===== config.mk =====
export PLATFORM = sky130hd
export DESIGN_NAME = dsp_mac_sequencer
export DESIGN_NICKNAME = d
export VERILOG_FILES = /design/src/rtl/dsp_mac_sequencer.sv
export SDC_FILE = /design/constraint.sdc
export NUM_CORES = 1
export LEC_CHECK = 0
export CAP_MARGIN = 30
export CORE_ASPECT_RATIO = 1.2
export CORE_UTILIZATION = 41
export CTS_CLUSTER_DIAMETER = 50
export DETAILED_ROUTE_END_ITERATION = 8
export PLACE_DENSITY_LB_ADDON = 0.2
export SETUP_SLACK_MARGIN = 0.1
export SKIP_CTS_REPAIR_TIMING = 1
export SYNTH_ARGS = -nofsm -noshare
export SYNTH_HDL_FRONTEND = slang
export SYNTH_SLANG_ARGS = --single-unit

===== constraint.sdc =====
create_clock -name clk -period 6.5 [get_ports clk]
set_input_delay 0.975 -clock clk [delete_from_list [all_inputs] [get_ports clk]]
set_output_delay 0.975 -clock clk [all_outputs]
set_load 0.05 [all_outputs]

===== src/rtl/dsp_mac_sequencer.sv =====
// dsp_mac_sequencer
// Sequences one DSP48A1-style slice (A1/B1/M/P/OPMODE registered, A0/B0
// bypassed) as an N-term unsigned multiply-accumulate engine. A job command
// sets the product count. Operand pairs are then streamed straight into the
// slice. OPMODE and CEP are generated so that each product reaches P exactly
// once.
//
// Optional feature: define DSP_SEQ_SAT_EN to saturate `result` when the slice
// sum does not fit in RES_W bits. That build also adds a `sat` output that
// pulses with `done`. Without the macro, `result` is the truncated P value.
//
// Operand handshake: a pair is accepted on a rising edge where
// s_valid && s_ready. s_ready is high only in RUN while products remain. The
// source may hold s_valid low for any number of cycles.

module dsp_mac_sequencer #(
    parameter int LEN_W = 16,
    parameter int RES_W = 48   // must be <= 48
) (
    input  logic             clk,
    input  logic             RST,
    input  logic             start,
    input  logic [LEN_W-1:0] len,
    output logic             busy,
    output logic             done,
    output logic [RES_W-1:0] result,
    input  logic             s_valid,
    output logic             s_ready,
    input  logic [17:0]      s_a,
    input  logic [17:0]      s_b,
    output logic [17:0]      dsp_A,
    output logic [17:0]      dsp_B,
    output logic [47:0]      dsp_C,
    output logic [17:0]      dsp_D,
    output logic [7:0]       dsp_OPMODE,
    output logic             dsp_CEA,
    output logic             dsp_CEB,
    output logic             dsp_CEM,
    output logic             dsp_CEOPMODE,
    output logic             dsp_CEP,
    input  logic [47:0]      dsp_P
`ifdef DSP_SEQ_SAT_EN
    ,
    output logic             sat
`endif
);

    localparam logic [1:0] IDLE  = 2'd0;
    localparam logic [1:0] RUN   = 2'd1;
    localparam logic [1:0] DRAIN = 2'd2;
    localparam logic [1:0] DONE  = 2'd3;

    // First product clears the accumulator (X=M, Z=0).
    // Later products add M to the fed-back P.
    localparam logic [7:0] OPM_FIRST = 8'h01;
    localparam logic [7:0] OPM_ACC   = 8'h09;

    logic [1:0]       state;
    logic [LEN_W-1:0] remaining;
    logic             first;
    logic [1:0]       vp;
    logic [7:0]       opmode_q;
    logic [RES_W-1:0] result_q;
    logic             accept;
    logic [RES_W-1:0] p_capture;

    assign s_ready = (state == RUN) && (remaining != '0);
    assign accept  = s_valid & s_ready;
    assign busy    = (state != IDLE);
    assign done    = (state == DONE);
    assign result  = result_q;

    // Operands go straight to the A1/B1 registers. The slice clock enables
    // follow the accept, and the M/OPMODE registers stay enabled for the job.
    assign dsp_A        = s_a;
    assign dsp_B        = s_b;
    assign dsp_C        = '0;
    assign dsp_D        = '0;
    assign dsp_CEA      = accept;
    assign dsp_CEB      = accept;
    assign dsp_CEM      = busy;
    assign dsp_CEOPMODE = busy;
    assign dsp_CEP      = vp[1];
    assign dsp_OPMODE   = opmode_q;

`ifdef DSP_SEQ_SAT_EN
    logic p_ovf;
    logic sat_q;
    // A 49-bit compare avoids wrapping the limit when RES_W is 48.
    assign p_ovf     = ({1'b0, dsp_P} >= (49'd1 << RES_W));
    assign p_capture = p_ovf ? '1 : dsp_P[RES_W-1:0];
    assign sat       = sat_q;
`else
    assign p_capture = dsp_P[RES_W-1:0];
`endif

    // Track each accept through the A1/B1 and M stages, so that CEP fires
    // only for real products. A stall leaves a bubble, and a held M is
    // never added twice.
    always_ff @(posedge clk or posedge RST) begin
        if (RST) begin
            vp       <= 2'b00;
            opmode_q <= 8'h00;
        end else begin
            vp <= {vp[0], accept};
            if (accept) begin
                opmode_q <= first ? OPM_FIRST : OPM_ACC;
            end
        end
    end

    // Job control: command intake, product counting, draining the slice
    // pipeline, and capturing the final P.
    always_ff @(posedge clk or posedge RST) begin
        if (RST) begin
            state     <= IDLE;
            remaining <= '0;
            first     <= 1'b0;
            result_q  <= '0;
`ifdef DSP_SEQ_SAT_EN
            sat_q     <= 1'b0;
`endif
        end else begin
`ifdef DSP_SEQ_SAT_EN
            sat_q <= 1'b0;
`endif
            case (state)
                IDLE: begin
                    if (start) begin
                        if (len != '0) begin
                            remaining <= len;
                            first     <= 1'b1;
                            state     <= RUN;
                        end else begin
                            result_q <= '0;
                            state    <= DONE;
                        end
                    end
                end
                RUN: begin
                    if (accept) begin
                        remaining <= remaining - LEN_W'(1);
                        first     <= 1'b0;
                        if (remaining == LEN_W'(1)) begin
                            state <= DRAIN;
                        end
                    end
                end
                DRAIN: begin
                    // vp empty means the last CEP cycle has passed.
                    // P now holds the final sum.
                    if (vp == 2'b00) begin
                        result_q <= p_capture;
`ifdef DSP_SEQ_SAT_EN
                        sat_q    <= p_ovf;
`endif
                        state    <= DONE;
                    end
                end
                DONE: begin
                    state <= IDLE;
                end
                default: begin
                    state <= IDLE;
                end
            endcase
        end
    end

endmodule


==> results of run 1 <==
## final cells by class
cell class              count  area (um2)  area share (%)
clock buffers              12       256.5           4.577
clock inverters             1       30.03          0.5358
inverters                  11       41.29          0.7368
multi-input cells         353        2022           36.08
flip-flops and latches     71        1777           31.70
well taps                 129       161.4           2.880
repair buffers            131        1316           23.49
## per-stage QoR
stage	power, uW	util, %	setup WS, ps	instances	hold WS [ps]
2_1_floorplan	2167	-	3452	581	348.8
3_3_place_gp	2594	49.82	2553	694	365.3
3_5_place_dp	2618	49.82	2535	694	359.9
4_1_cts	3113	52.52	2358	707	371.0
5_1_grt	3286	52.77	2068	708	380.2
6_report	3092	52.77	2324	708	369.0
## worst max-delay path, stage by stage (launching register included)
cell	delay [ps]
dfrtp_1	390
inv_1	100
ha_1	370
nor3b_1	480
nand4_1	280
nand3_1	310
inv_1	190
clkdlybuf4s50_1	750
## metal layers
| metal | global-route usage (%) | up-vias | share of wire (%) |
|---|---|---|---|
| met4 | 7.879 | 0 | 1.7 |
| met2 | 31.82 | 145 | 47 |
| met3 | 8.076 | 21 | 9.5 |
| met1 | 24.09 | 1728 | 41 |
| met5 | 0 | - | 0 |
| li1 | - | 1763 | - |
## sequential cells by signal, indices dropped and copies added, names as in the netlist
register	flops
state	2
result	48
first	1
remaining	16
dsp_OPMODE	2
vp	2
## placed cells by master, fill, tap and decap left out, types with 6 or more instances in the layout
master	count
clkdlybuf4s50_1	125
conb_1	72
dfrtp_1	71
o21ai_0	59
nand2_1	58
o31ai_1	51
nor2_1	14
a21oi_1	12
inv_1	10
o22ai_1	9
clkbuf_16	9
nand4_1	6
a2bb2oi_1	6
ha_1	6
## cells by family after synthesis
family / Yosys count / synth area share (%)
flops: 71 / 39.34
compound gates: 157 / 22.96
buf+inv: 157 / 22.38
mux: 5 / 1.108
other cells: 1 / 0.08302
fa+ha+maj: 7 / 1.939
simple gates: 112 / 12.19
## worst max path at each step
stage	start	endpoint	slack, ps	depth (start not counted)
2_1_floorplan	remaining[0]	dsp_CEB	3450	8
3_3_place_gp	s_valid	dsp_CEB	2550	4
3_5_place_dp	s_valid	dsp_CEB	2530	4
4_1_cts	remaining[0]	dsp_CEB	2360	7
5_1_grt	remaining[0]	dsp_CEB	2070	7
6_report	remaining[0]	dsp_CEB	2320	7
## report_power, final
group / total [uW] / internal [uW] / switching (uW)
registers: 783 / 644 / 139
clock network: 479 / 311 / 168
logic: 1830 / 561 / 1270
==> results by group, run 1 <==
Outcome
  – Outcome: finished, violations left
  – Failing checks: DRC

Placed design
  – Final GP Congestion: 0.8402
  – Port buffer count: 125
  – Detailed placer's ending HPWL: 7.794 mm
  – Post-DP Area: 5290 um2

Drt
  – DR iter-0 viols: 201
  – Vias: 3657
  – WL per Instance: 15.83 um
  – DRC: 18
  – Routed WL: 11.21 mm
  – DRT Pass-1 Iters: 6
  – Drt via density: 5.165
  – Detail Route Antenna Nets: 0

Layout
  – Fillers: 1000
  – Number of nets in the layout: 688
  – Antenna Cells: 0
  – Layout cells sized above 1: 5.699%
  – Post-route cell area: 5604 um2
  – Area Overhead vs Synth: 24.07%

Timing
  – Final setup fails: 0
  – Maximum clock frequency: 239.4 MHz
  – Sum Neg Setup Slack: 0 ps
  – Final Hold Viols: 0
  – Setup Skew: 4.799 ps
  – Min Tclk post-route: 4176 ps
  – Worst rel slew slack: 33.16%
  – Final period util: 64.25%
  – Worst slew pin tran: 998.9 ps
  – RSZ-0062 raised after global routing: no
  – Pins Over Slew Limit: 0

Clock network
  – Clock sinks: 71
  – Clock Tree Root: clkbuf_16
  – Total CTS buffers: 9
  – Insertion delay to the later sink of the worst-skew pair: 330 ps
  – Clock Pin Slew Worst Setup and Hold Paths: 50 ps
  – Maximum clock path buffer count: 2
  – CTS H-Tree Depth: 3
  – CTS tree: yes

Power and ir drop
  – Max VDD drop: 0.0003063 V
  – Power per Cell Area: 551.7 nW/um2
  – Leakage power figure: 0.002292 uW

Min path
  – Worst Hold Path Cells: 0
  – Hold Path Origin: vp[0]
  – Worst min path class: reg -> reg
  – Hold path endpoint: vp[1]

Floorplan
  – DIE WIDTH: 97.82 um
  – Initial core utilization: 42.54%
  – Die area: 11440 um2
  – Site Rows: 41
  – Die height: 117.0 um
  – Total I/O pin count: 270
  – Total core area: 10620 um2

Worst setup path
  – Critical Path RT: 5520 ps
  – R2R depth: 8
  – Crit path arrival time: 3200 ps
  – R2R Path End: remaining[4]
  – Reg2Reg Setup Slack: 3840 ps
  – Setup Crit Path Kind: reg -> out
  – Reg-to-reg startpoint: remaining[0]
  – Peak fanout along the critical path: 9
  – Startpoint types: register
  – CP Capture Type: primary output

Logic synthesis
  – Top-area cell type share of the netlist area: 39.34%
  – Number of synthesized flops with an enable pin: 0
  – Synth Warn #: 0
  – Area leader, netlist: dfrtp_1
  – Netlist Area Pre-Place: 4517 um2
  – Post-synth cell types: 51
  – Cells after Synth: 510
  – Primary FF master, synth: dfrtp_1
  – Cell with the most instances after synthesis: buf_4
  – Sequential area share after synthesis: 39.34%
  – Post-synth top cells: 111 x buf_4, 71 x dfrtp_1, 59 x o21ai_0
  – Asr flop ratio synth: 100.0%
  – Yosys reg bits: 71
  – Mean Syn Cell Area: 8.857 um2
  – Synth top area cells: dfrtp_1 39%, buf_4 18%, o31ai_1 8.5%, o21ai_0 6.5%, nand2_1 4.8%

GRT
  – GRT overflow: 0
  – Initial antenna violation count: 0
  – Pin count of the biggest net entering global routing: 98
  – Vias in the first global route: 3412
  – Global Route Usage Sum: 19.88%
  – First-pass GRT wire length: 17.64 mm

Job
  – MaxCap Viol Count: 0
No activity file was read; power rests on OpenSTA's default activity.
==> inputs of run 2 (changes only) <==
--- a/config.mk
+++ b/config.mk
@@ -7,7 +7,7 @@
 export LEC_CHECK = 0
 export CAP_MARGIN = 30
 export CORE_ASPECT_RATIO = 1.2
-export CORE_UTILIZATION = 41
+export CORE_UTILIZATION = 38
 export CTS_CLUSTER_DIAMETER = 50
 export DETAILED_ROUTE_END_ITERATION = 8
 export PLACE_DENSITY_LB_ADDON = 0.2
==> constraint.sdc (replaced) <==
create_clock -name clk -period 4.1 [get_ports clk]
set_input_delay 0.615 -clock clk [delete_from_list [all_inputs] [get_ports clk]]
set_output_delay 0.615 -clock clk [all_outputs]
set_load 0.05 [all_outputs]
==> run 2 against run 1 <==
  * The flow now finishes without violations
  * Hold slack improved by 11 ps
  * Clock skew grew 1.5 ps
  * Sequential power is 60% higher
  * Cell count grew 4.5%
  * Highest routed layer unchanged
==> results by group, run 2 (same netlist as run 1, synthesis figures left out) <==
Drt
  – DR iter-0 viols: 130 (was 201)
  – Routed WL: 11.12 mm (was 11.21 mm)
  – DRC: 0 (was 18)
  – DRT Pass-1 Iters: 4 (was 6)
  – WL per Instance: 15.03 um (was 15.83 um)
  – Vias: 3661 (was 3657)
  – Detail Route Antenna Nets: 0 (unchanged)
  – Drt via density: 4.947 (was 5.165)

Power and ir drop
  – Max VDD drop: 0.0005116 V (was 0.0003063 V)
  – Power per Cell Area: 866.7 nW/um2 (was 551.7 nW/um2)
  – Leakage power figure: 0.002299 uW (was 0.002292 uW)

Floorplan
  – Initial core utilization: 39.05% (was 42.54%)
  – Total I/O pin count: 270 (unchanged)
  – Die height: 121.4 um (was 117.0 um)
  – Site Rows: 43 (was 41)
  – Die area: 12330 um2 (was 11440 um2)
  – Total core area: 11570 um2 (was 10620 um2)
  – DIE WIDTH: 101.5 um (was 97.82 um)

Worst setup path
  – CP Capture Type: primary output (unchanged)
  – R2R Path End: remaining[4] (unchanged)
  – Crit-path slowest cell: clkdlybuf4s50_1 (unchanged)
  – Startpoint types: register (unchanged)
  – Setup Crit Path Kind: reg -> out (unchanged)
  – R2R depth: 8 (unchanged)
  – CP cell instances: inv_1 > ha_1 > nor3b_2 > nand4_1 > nand3_1 > inv_1 > clkdlybuf4s50_1 (was inv_1 > ha_1 > nor3b_1 > nand4_1 > nand3_1 > inv_1 > clkdlybuf4s50_1)
  – Critical Path RT: 3480 ps (was 5520 ps)
  – Reg-to-reg startpoint: remaining[0] (unchanged)
  – Crit path arrival time: 2990 ps (was 3200 ps)
  – Peak fanout along the critical path: 9 (unchanged)
  – Most frequent CP cell: inv_1 (unchanged)
  – CP peak stage delay: 760 ps (was 750 ps)
  – Reg2Reg Setup Slack: 1690 ps (was 3840 ps)

Timing
  – Sum Neg Setup Slack: 0 ps (unchanged)
  – Min Tclk post-route: 3610 ps
  – Final setup fails: 0 (unchanged)
  – Pins Over Slew Limit: 0 (unchanged)
  – Maximum clock frequency: 277.0 MHz
  – RSZ-0062 raised after global routing: no (unchanged)
  – Final period util: 88.04%
  – Worst slew pin tran: 857.9 ps (was 998.9 ps)
  – Setup Skew: 6.294 ps (was 4.799 ps)
  – Final Hold Viols: 0 (unchanged)
  – Worst rel slew slack: 42.81% (was 33.16%)
  – Worst Hold Slack: 380.0 ps (was 369.0 ps)

Layout
  – Leading cell type in the layout, fill and taps excluded: clkdlybuf4s50_1 (unchanged)
  – Area Overhead vs Synth: 25.15% (was 24.07%)
  – Layout cells sized above 1: 6.346% (was 5.699%)
  – Number of nets in the layout: 690 (was 688)
  – Largest register FFs: 48 (unchanged)
  – Fillers: 1124 (was 1000)
  – Commonest non-fill, non-tap cells in the layout: 125 x clkdlybuf4s50_1, 72 x conb_1, 71 x dfrtp_1, 59 x o21ai_0, 58 x nand2_1 (unchanged)
  – Antenna Cells: 0 (unchanged)

Min path
  – Hold Path Origin: vp[0] (unchanged)
  – Worst Hold Path Cells: 0 (unchanged)
  – Worst min path class: reg -> reg (unchanged)
  – Hold path endpoint: vp[1] (unchanged)

Clock network
  – Maximum clock path buffer count: 2 (unchanged)
  – CTS tree: yes (unchanged)
  – Insertion delay to the later sink of the worst-skew pair: 330 ps (about the same)
  – Clock Pin Slew Worst Setup and Hold Paths: 50 ps (about the same)
  – Clock sinks: 71 (unchanged)
  – Total CTS buffers: 9 (unchanged)
  – Clock Tree Root: clkbuf_16 (unchanged)
  – CTS H-Tree Depth: 3 (unchanged)

Placed design
  – Detailed placer's ending HPWL: 7.970 mm (was 7.794 mm)
  – Port buffer count: 125 (unchanged)
  – Final GP Congestion: 0.8977 (was 0.8402)

GRT
  – GRT overflow: 0 (unchanged)
  – First-pass GRT wire length: 17.80 mm (was 17.64 mm)
  – Global Route Usage Sum: 18.74% (was 19.88%)
  – Initial antenna violation count: 0 (unchanged)
  – Pin count of the biggest net entering global routing: 98 (unchanged)
  – Vias in the first global route: 3494 (was 3412)

Job
  – MaxCap Viol Count: 0 (unchanged)

Outcome
  – Outcome: completed (was finished, violations left)
[run 2: cell count changes in the layout (fill, tap and decap cells not counted), sizes merged]
cell      previous run  this run
buf                  6         8
clkbuf              12        11
clkinv               0         2
clkinvlp             0         1
[run 2: layer usage]
metal	global-route usage (%)	routed length, um
met3	6.106	1004
met4	8.877	229
met5	0	0
met1	21.72	4398
met2	30.91	5490
[run 2: worst max-delay path by stage]
stage / endpoint / slack, ps / cells past startpoint / start
floorplan: dsp_CEB / 1410 / 8 / remaining[0]
global placement: dsp_CEB / 840 / 4 / s_valid
detailed placement: dsp_CEB / 720 / 7 / remaining[0]
CTS: dsp_CEB / 340 / 7 / remaining[0]
global route: dsp_CEB / 240 / 7 / remaining[0]
finish: dsp_CEB / 490 / 7 / remaining[0]
[run 2: layout make-up]
cell class | instances | area, um2 | share of cell area, %
Clock buffer | 11 | 232.7 | 4.117
Clock inverter | 4 | 47.55 | 0.8411
Inverter | 11 | 41.29 | 0.7304
Multi-Input combinational cell | 353 | 2027 | 35.86
Sequential cell | 71 | 1777 | 31.43
Tap cell | 157 | 196.4 | 3.475
Timing Repair Buffer | 133 | 1331 | 23.55
[run 2: where the power goes]
| group | internal [uW] | switching (uW) |
|---|---|---|
| Sequential | 1020 | 227 |
| Combinational | 903 | 2000 |
| Clock | 465 | 282 |
| Total | 2390 | 2510 |
[run 2: stage by stage]
step | cell area [um2] | setup WS [ps] | total power, uW | std cells | utilization [%]
6_report | 5653 | 490.3 | 4900 | 740 | 48.87
5_1_grt | 5653 | 244.0 | 5218 | 740 | 48.87
4_1_cts | 5648 | 340.5 | 4944 | 740 | 48.83
3_5_place_dp | 5368 | 716.6 | 4172 | 725 | 46.40
3_3_place_gp | 5340 | 839.3 | 4134 | 724 | 46.17
2_1_floorplan | 4783 | 1412 | 3435 | 581 | -
[run 2: critical path: cells and delay by family, from the launching register on]
family	cells	cell delay (ps)
adder cells (fa/ha/maj)	1	360
buffers and inverters	3	1070
flip-flops	1	390
AND/OR/NAND/NOR	3	860
